===== config.mk =====
export PLATFORM = sky130hd
export DESIGN_NAME = multi_cycle_control
export DESIGN_NICKNAME = d
export VERILOG_FILES = /design/src/rtl/multi_cycle_control.sv
export SDC_FILE = /design/constraint.sdc
export NUM_CORES = 1
export LEC_CHECK = 0
export CAP_MARGIN = 20
export CORE_ASPECT_RATIO = 1.1
export CORE_MARGIN = 2
export CORE_UTILIZATION = 46
export DETAILED_ROUTE_END_ITERATION = 6
export GPL_ROUTABILITY_DRIVEN = 0
export GPL_TIMING_DRIVEN = 0
export PLACE_DENSITY = 0.82
export SLEW_MARGIN = 0
export SYNTH_ARGS = -nofsm -noshare
export SYNTH_HDL_FRONTEND = slang
export SYNTH_SLANG_ARGS = --single-unit

===== constraint.sdc =====
create_clock -name CLK -period 2.6 [get_ports CLK]
set_clock_uncertainty 0.05 [all_clocks]
set_input_delay 0.52 -clock CLK [delete_from_list [all_inputs] [get_ports CLK]]
set_output_delay 0.52 -clock CLK [all_outputs]
set_load 0.02 [all_outputs]

===== src/rtl/multi_cycle_control.sv =====
// multi_cycle_control
//   Multi-cycle control unit for the MIPS-subset CPU. An FSM steps each
//   instruction through IF/ID/EXE/MEM/WB and drives the datapath selects and
//   write enables from {state, halted, op, zero}. It also counts retired
//   instructions, meaning the number of PCWre pulses.
//
// Ports
//   CLK        in   system clock, rising edge
//   Reset      in   asynchronous active-high reset
//   op[5:0]    in   IR opcode, valid from ID onward
//   zero       in   ALU zero flag, used in EXE_BR only
//   PCWre      out  PC write enable
//   PcSrc[1:0] out  00 PC+4, 01 branch target, 10 jump target
//   InsMemRw   out  instruction memory read
//   IRWre      out  IR load enable
//   ExtSel     out  1 sign-extend, 0 zero-extend
//   ALUSrcA    out  1 shamt, 0 rs
//   ALUSrcB    out  1 immediate, 0 rt
//   ALUOp[2:0] out  ALU function
//   RegDst     out  1 rd, 0 rt
//   RegWre     out  register file write enable
//   mRD, mWR   out  data memory read / write
//   DBDataSrc  out  1 memory data, 0 ALU result on the writeback bus
//   state[2:0] out  current state encoding (debug)
//   retired    out  retired instruction count, wraps at 16 bits
//
// state  | meaning
// -------+-----------------------------------------------
// IF     | fetch, load IR (also reported while halted)
// ID     | decode; j and undefined opcodes retire here
// EXE_LS | address calculation for lw/sw
// MEM    | data memory access; sw retires here
// WB_LD  | load writeback
// EXE_BR | branch compare and retire
// EXE_AL | ALU operation
// WB_AL  | ALU writeback and retire
module multi_cycle_control (
  input  logic        CLK,
  input  logic        Reset,
  input  logic [5:0]  op,
  input  logic        zero,
  output logic        PCWre,
  output logic [1:0]  PcSrc,
  output logic        InsMemRw,
  output logic        IRWre,
  output logic        ExtSel,
  output logic        ALUSrcA,
  output logic        ALUSrcB,
  output logic [2:0]  ALUOp,
  output logic        RegDst,
  output logic        RegWre,
  output logic        mRD,
  output logic        mWR,
  output logic        DBDataSrc,
  output logic [2:0]  state,
  output logic [15:0] retired
);

  typedef enum logic [2:0] {
    S_IF     = 3'b000,
    S_ID     = 3'b001,
    S_EXE_LS = 3'b010,
    S_MEM    = 3'b011,
    S_WB_LD  = 3'b100,
    S_EXE_BR = 3'b101,
    S_EXE_AL = 3'b110,
    S_WB_AL  = 3'b111
  } state_t;

  localparam logic [5:0] OP_ADD  = 6'b000000;
  localparam logic [5:0] OP_ADDI = 6'b000001;
  localparam logic [5:0] OP_SUB  = 6'b000010;
  localparam logic [5:0] OP_SUBI = 6'b000011;
  localparam logic [5:0] OP_ORI  = 6'b010000;
  localparam logic [5:0] OP_AND  = 6'b010001;
  localparam logic [5:0] OP_OR   = 6'b010010;
  localparam logic [5:0] OP_SLL  = 6'b011000;
  localparam logic [5:0] OP_SLT  = 6'b011001;
  localparam logic [5:0] OP_SLTI = 6'b011011;
  localparam logic [5:0] OP_SW   = 6'b100110;
  localparam logic [5:0] OP_LW   = 6'b100111;
  localparam logic [5:0] OP_BEQ  = 6'b110000;
  localparam logic [5:0] OP_BNE  = 6'b110001;
  localparam logic [5:0] OP_J    = 6'b111000;
  localparam logic [5:0] OP_HALT = 6'b111111;

  state_t      state_q;
  logic        halted_q;
  logic [15:0] retired_q;

  logic is_alu, is_ls, is_br, is_j, is_halt;

  // ALU-group select decode, held through EXE_AL and WB_AL
  logic       alu_ext, alu_srca, alu_srcb, alu_regdst;
  logic [2:0] alu_op;

  always_comb begin
    is_alu     = 1'b0;
    alu_ext    = 1'b0;
    alu_srca   = 1'b0;
    alu_srcb   = 1'b0;
    alu_regdst = 1'b0;
    alu_op     = 3'b000;
    case (op)
      OP_ADD:  begin is_alu = 1'b1; alu_regdst = 1'b1; alu_op = 3'b000; end
      OP_ADDI: begin is_alu = 1'b1; alu_srcb = 1'b1; alu_ext = 1'b1; alu_op = 3'b000; end
      OP_SUB:  begin is_alu = 1'b1; alu_regdst = 1'b1; alu_op = 3'b001; end
      OP_SUBI: begin is_alu = 1'b1; alu_srcb = 1'b1; alu_ext = 1'b1; alu_op = 3'b001; end
      OP_ORI:  begin is_alu = 1'b1; alu_srcb = 1'b1; alu_op = 3'b011; end
      OP_AND:  begin is_alu = 1'b1; alu_regdst = 1'b1; alu_op = 3'b100; end
      OP_OR:   begin is_alu = 1'b1; alu_regdst = 1'b1; alu_op = 3'b011; end
      OP_SLL:  begin is_alu = 1'b1; alu_srca = 1'b1; alu_regdst = 1'b1; alu_op = 3'b010; end
      OP_SLT:  begin is_alu = 1'b1; alu_regdst = 1'b1; alu_op = 3'b101; end
      OP_SLTI: begin is_alu = 1'b1; alu_srcb = 1'b1; alu_ext = 1'b1; alu_op = 3'b101; end
      default: ;
    endcase
  end

  assign is_ls   = (op == OP_LW) || (op == OP_SW);
  assign is_br   = (op == OP_BEQ) || (op == OP_BNE);
  assign is_j    = (op == OP_J);
  assign is_halt = (op == OP_HALT);

  always_ff @(posedge CLK or posedge Reset) begin
    if (Reset) begin
      state_q   <= S_IF;
      halted_q  <= 1'b0;
      retired_q <= 16'h0000;
    end else begin
      if (PCWre) retired_q <= retired_q + 16'h0001;
      if (!halted_q) begin
        case (state_q)
          S_IF: state_q <= S_ID;
          S_ID: begin
            if (is_halt) begin
              // halt parks the FSM in the IF slot with the sticky flag set
              halted_q <= 1'b1;
              state_q  <= S_IF;
            end else if (is_br)  state_q <= S_EXE_BR;
            else if (is_alu)     state_q <= S_EXE_AL;
            else if (is_ls)      state_q <= S_EXE_LS;
            else                 state_q <= S_IF;
          end
          S_EXE_LS: state_q <= S_MEM;
          S_MEM:    state_q <= (op == OP_LW) ? S_WB_LD : S_IF;
          S_WB_LD:  state_q <= S_IF;
          S_EXE_BR: state_q <= S_IF;
          S_EXE_AL: state_q <= S_WB_AL;
          S_WB_AL:  state_q <= S_IF;
          default:  state_q <= S_IF;
        endcase
      end
    end
  end

  always_comb begin
    PCWre     = 1'b0;
    PcSrc     = 2'b00;
    InsMemRw  = 1'b0;
    IRWre     = 1'b0;
    ExtSel    = 1'b0;
    ALUSrcA   = 1'b0;
    ALUSrcB   = 1'b0;
    ALUOp     = 3'b000;
    RegDst    = 1'b0;
    RegWre    = 1'b0;
    mRD       = 1'b0;
    mWR       = 1'b0;
    DBDataSrc = 1'b0;
    if (!halted_q) begin
      case (state_q)
        S_IF: begin
          InsMemRw = 1'b1;
          IRWre    = 1'b1;
        end
        S_ID: begin
          InsMemRw = 1'b1;
          if (is_j) begin
            PCWre = 1'b1;
            PcSrc = 2'b10;
          end else if (!(is_alu || is_ls || is_br || is_halt)) begin
            PCWre = 1'b1;  // undefined opcode retires as a NOP
          end
        end
        S_EXE_AL, S_WB_AL: begin
          ExtSel  = alu_ext;
          ALUSrcA = alu_srca;
          ALUSrcB = alu_srcb;
          ALUOp   = alu_op;
          RegDst  = alu_regdst;
          if (state_q == S_WB_AL) begin
            RegWre = 1'b1;
            PCWre  = 1'b1;
          end
        end
        S_EXE_BR: begin
          ExtSel = 1'b1;
          ALUOp  = 3'b001;
          PCWre  = 1'b1;
          if (((op == OP_BEQ) && zero) || ((op == OP_BNE) && !zero)) PcSrc = 2'b01;
        end
        S_EXE_LS, S_MEM, S_WB_LD: begin
          ALUSrcB = 1'b1;
          ExtSel  = 1'b1;
          if (state_q == S_MEM) begin
            if (op == OP_SW) begin
              mWR   = 1'b1;
              PCWre = 1'b1;
            end else begin
              mRD = 1'b1;
            end
          end else if (state_q == S_WB_LD) begin
            mRD       = 1'b1;
            DBDataSrc = 1'b1;
            RegWre    = 1'b1;
            PCWre     = 1'b1;
          end
        end
        default: ;
      endcase
    end
  end

  assign state   = state_q;
  assign retired = retired_q;

endmodule

* Yosys cells after proc, flatten, opt, wreduce, memory -nomap -nowiden
Index checks and enable logic that the tools add are counted. Widths: inputs -> output; s select.
Operators by class: eq/ne operators 22, reductions and logical operators 23, add/subtract/negate cells 1, multiplexer cells 53
Operators with widths (number):
- $mux 1 | 37
- $eq 6x5->1 const B | 6
- $eq 6x6->1 const B | 6
- $pmux 3 s6 | 1
- $add 16x1->16 const B | 1
- $mux 3 | 5
- $pmux 3 s5 | 1
- $eq 3x3->1 const B | 4
- $eq 6x2->1 const B | 2
- $reduce_or 10->1 | 1
- $reduce_or 2->1 | 5
- $reduce_or 3->1 | 3
- $reduce_or 4->1 | 2
- $eq 3x2->1 const B | 2
- $eq 6x1->1 const B | 1
- $logic_not 6->1 | 1
- $logic_or 1x1->1 | 6
- $mux 2 | 3
- $pmux 1 s2 | 3
- $pmux 3 s2 | 1
- $reduce_or 6->1 | 1
- $pmux 1 s4 | 1
- $pmux 2 s2 | 1
- $eq 3x1->1 const B | 1
- other kinds (3) | 4
Storage, ports and cells: register bits after elaboration 20, word-level logic and storage cells 102, output and inout bits 35

* Logic depth before layout (Yosys ltp)
word-level depth 10, depth in mapped cells 9, gate-level depth less buffers 7

* Least setup slack after synthesis
OpenSTA, ideal clock, no wires.
kind reg2out, start reg state_q[2] (netlist: state[2]), end out ALUSrcA, stages on the path, launching flop included 5, data arrival time 2.094 ns, data required time 2.030 ns, path buffers 0, setup slack -0.064 ns, cells stage by stage dfrtp_1 > ha_1 > nor3b_1 > nand3b_1 > nor4b_1
On the way: longest elaborated chain between the ends 4, elaborated cells between the ends (all ways) 5, those cells by class eq/ne (2); mux (2); reduce/logical (1)
RTL lines:
- start, declared | line 87 | state_t state_q;
- start signal, assigned | line 145 | S_MEM: state_q <= (op == OP_LW) ? S_WB_LD : S_IF;
- $eq 3x3->1 | line 171 | case (state_q)
- $reduce_or 2->1 (*) | line 171
- $mux 1 (*) | line 171
- $mux 1 (*) | line 170 | if (!halted_q) begin
- end, declared | line 47 | output logic ALUSrcA,
Mark *: on every way between the ends. The rest lies on a longest branch, timed or not.

* Final worst setup path
start reg state_q[1] (netlist: state[1]), end out PCWre
On the way: longest elaborated chain between the ends 5, elaborated cells between the ends (all ways) 14, those cells by class eq/ne (7); mux (5); reduce/logical (2)
RTL lines:
- $eq 3x3->1 | line 171, 212
- $mux 1 | line 212 | end else if (state_q == S_WB_LD) begin
- $mux 1 | line 205 | if (state_q == S_MEM) begin
- $pmux 1 s4 (*) | line 171
- $mux 1 (*) | line 170
- end, declared | line 42 | output logic PCWre,
Marked as above.

==> flow_metrics.py <==
metrics = {
    "worst_setup_path": {
        "crit_type": "reg2out",
        "cp_max_fo": 10,
        "endpoint_kind": "output port",
        "critPathRequiredTime_ps": 2030,
        "worstSetupStartpointType": "flop",
        "crit_arrival_ps": 2080,
    },
    "routing": {
        "vias": 1476,
        "wirelength_um": 3720,
        "antenna_left": 0,
        "dr.pass1.iters": 4,
        "drt_iter0_markers": 58,
        "wire_per_inst_um": 14.7,
        "drc": 0,
        "vias_per_cell": 5.83,
    },
    "finish": {
        "fin_util_pct": 67.9,
        "final_layout_size_suffix_gt1_share_pct": 21.0,
        "finalInstanceArea_sq_um": 2030,
        "fillers": 264,
        "antenna_cells": 0,
        "layout.cells.non_filler": 253,
        "final_nets": 233,
        "area_delta_synth_final_pct": 42.9,
    },
    "timing": {
        "max_freq_ghz": 0.377,
        "slew_viol_final": 0,
        "finalHoldViolCount": 0,
        "setup_viol_count_final": 1,
        "rsz0062_at_grt": "yes",
        "relSlewSlack_pct": 51.5,
        "period_needed_ps": 2650,
        "setup_tns_ps": -51.2,
        "worst_pin_slew_ps": 726,
        "period_share_pct": 102,
        "fin_ws_ps": -51.2,
    },
    "synth": {
        "synthMuxAreaShare_pct": 0,
        "synth_edf_count": 0,
        "syn_avg_cell_area_sq_um": 8.52,
        "synth_area_sq_um": 1420,
        "syn-num-nets": 180,
        "synth_top_family_by_area": "simple AND/OR/NAND/NOR gates",
        "ys_ff_latch": 20,
        "synthSimpleGateAreaFrac_pct": 31.2,
        "yosys.area_share.adder_pct": 3.52,
        "synthCells": 167,
        "ys_warn_count": 0,
        "ys.flop_type": "dfrtp_1",
        "synth_cell_type_count": 42,
        "synth_async_sr_flop_share_pct": 100,
        "synth_compound_area_share_pct": 14.0,
        "yosysSeqAreaShare_pct": 35.2,
        "synth_xor_xnor_area_share_pct": 10.5,
    },
    "die": {
        "dieArea_sq_um": 3550,
        "die_width_um": 57.0,
        "ios": 44,
        "core_sq_um": 3000,
        "start_util_pct": 47.5,
        "num_rows": 21,
        "die_y_um": 62.3,
    },
    "placement": {
        "post-place-cells": 242,
        "pre_cts_slack_ps": -929,
        "placed_area_sq_um": 1880,
        "port_buffers": 41,
        "dpl.hpwl_um": 2640,
    },
    "status": {
        "run_status": "finished with violations",
        "violations": "setup timing",
    },
    "worst_hold_path": {
        "hp-class": "reg2reg",
    },
    "pwr": {
        "peakVddDrop_uv": 713,
        "p_per_area_nw_per_um2": 918,
        "total_leakage_power_nw": 0.902,
    },
    "grt": {
        "gr-total-overflow": 0,
        "grt_max_degree": 21,
        "grt.total_usage_pct": 21.3,
        "grt_pass1_vias": 1294,
        "antenna_found_initial": 0,
        "grt_pass1_wl_um": 6070,
    },
    "clock_tree": {
        "clockBufferDepth": 2,
        "cts_buffers": 3,
        "cts_hold_buf": 0,
        "cts_tree": "yes",
        "h-tree-depth": 1,
        "clk_pin_slew_ps": 120,
        "cts_root_buf": "clkbuf_4",
        "clk_latency_ps": 310,
        "cts.sinks": 20,
    },
    "job": {
        "drv_cap": 0,
    },
}
[Yosys cell counts (4+ instances only)]
cell	n	share of area, %
dfrtp_1	20	35
nand2_1	13	3.4
nor2_1	13	3.4
nand3_1	9	3.2
xnor2_1	9	5.5
a21oi_1	8	2.8
nand4_1	8	3.5
o21ai_0	8	2.8
xor2_1	8	4.9
inv_1	6	1.6
nor3_1	6	2.1
clkbuf_1	5	1.3
nor4_1	5	2.2
buf_2	4	1.4
ha_1	4	3.5
nand2b_1	4	1.8
[critical path: stages (launching register included)]
cell and delay, ps:
dfrtp_1 430, nor2_2 250, nand2_1 110, or3b_1 380
o211a_1 230, buf_6 150, inv_8 80, buf_6 110
[routing by layer]
layer  track usage (%)  part of all wire, %  routed length (um)
met1              28.5                   40                1500
met2              34.6                   51                1920
met3              4.38                  6.5                 241
met4              6.10                  1.7                  63
met5                 0                    0                   0
[per-stage QoR]
stage               total power [mW]  hold slack, ps
floorplan                       1.14             434
global placement                1.50             411
detailed placement              1.54             423
CTS                             1.82             441
global route                    1.98             463
finish                          1.87             437
[state kept, by name, indices dropped and copies added (netlist names)]
| register | count |
|---|---|
| halted_q | 1 |
| retired | 16 |
| state | 3 |
[final cells by class]
class	instances	area, sq um	share of cell area [%]
flip-flops and latches	20	503	24.7
well taps	34	42.5	2.09
plain buffers	10	63.8	3.14
repair buffers	48	440	21.7
clock inverters	1	30.0	1.48
inverters	8	37.5	1.85
multi-input cells	129	893	43.9
clock buffers	3	22.5	1.11
[timing repair]
item	4_1_cts	5_1_grt
setup endpoints to repair	13	6
resized for setup	58	11
endpoints found under the hold margin	0	0
setup buffers	3	4
pin swaps	1	0
[where the power goes]
group | leakage [nW] | switching, mW | internal (mW)
Combinational | 0.638 | 0.632 | 0.489
Clock | 0.0279 | 0.101 | 0.156
Sequential | 0.236 | 0.0967 | 0.392
Total | 0.902 | 0.830 | 1.04
[kinds of logic (layout without fill, tap and decap cells)]
kind of cell | Yosys count | count (layout)
AOI/OAI and AO/OA | 31 | 31
xor gates and xnor gates | 17 | 17
adders and majority gates | 4 | 4
buffers and inverters | 18 | 70
DFF | 20 | 20
and+or+nand+nor | 77 | 77
[worst paths after layout]
kind                                    startpoint                       to  slack, ps  cells after the start
min in group asynchronous                    Reset   retired[3]$_DFFE_PP0P_        570                      2
min reg2reg                retired[15]$_DFFE_PP0P_  retired[15]$_DFFE_PP0P_        440                      1
max                           state[1]$_DFFE_PP0N_                    PCWre        -50                      7
min                        retired[15]$_DFFE_PP0P_  retired[15]$_DFFE_PP0P_        440                      1
max in group asynchronous                    Reset       halted_q$_DFF_PP0_       1430                      2
max reg2reg                   state[1]$_DFFE_PP0N_  retired[13]$_DFFE_PP0P_        460                      7
[placed cells by master, fill, tap and decap left out, types with 5 or more instances in the layout]
cell,synthesis,routed
inv_1,6,6
dfrtp_1,20,18
o21ai_0,8,8
a21oi_1,8,7
buf_2,4,7
xnor2_1,9,9
xor2_1,8,8
buf_4,0,8
nand4_1,8,8
nor3_1,6,6
dlygate4sd2_1,0,7
clkdlybuf4s50_1,0,22
nor4_1,5,5
nor2_1,13,12
nand3_1,9,9
nand2_1,13,13
No activity file was read; power rests on OpenSTA's default activity.
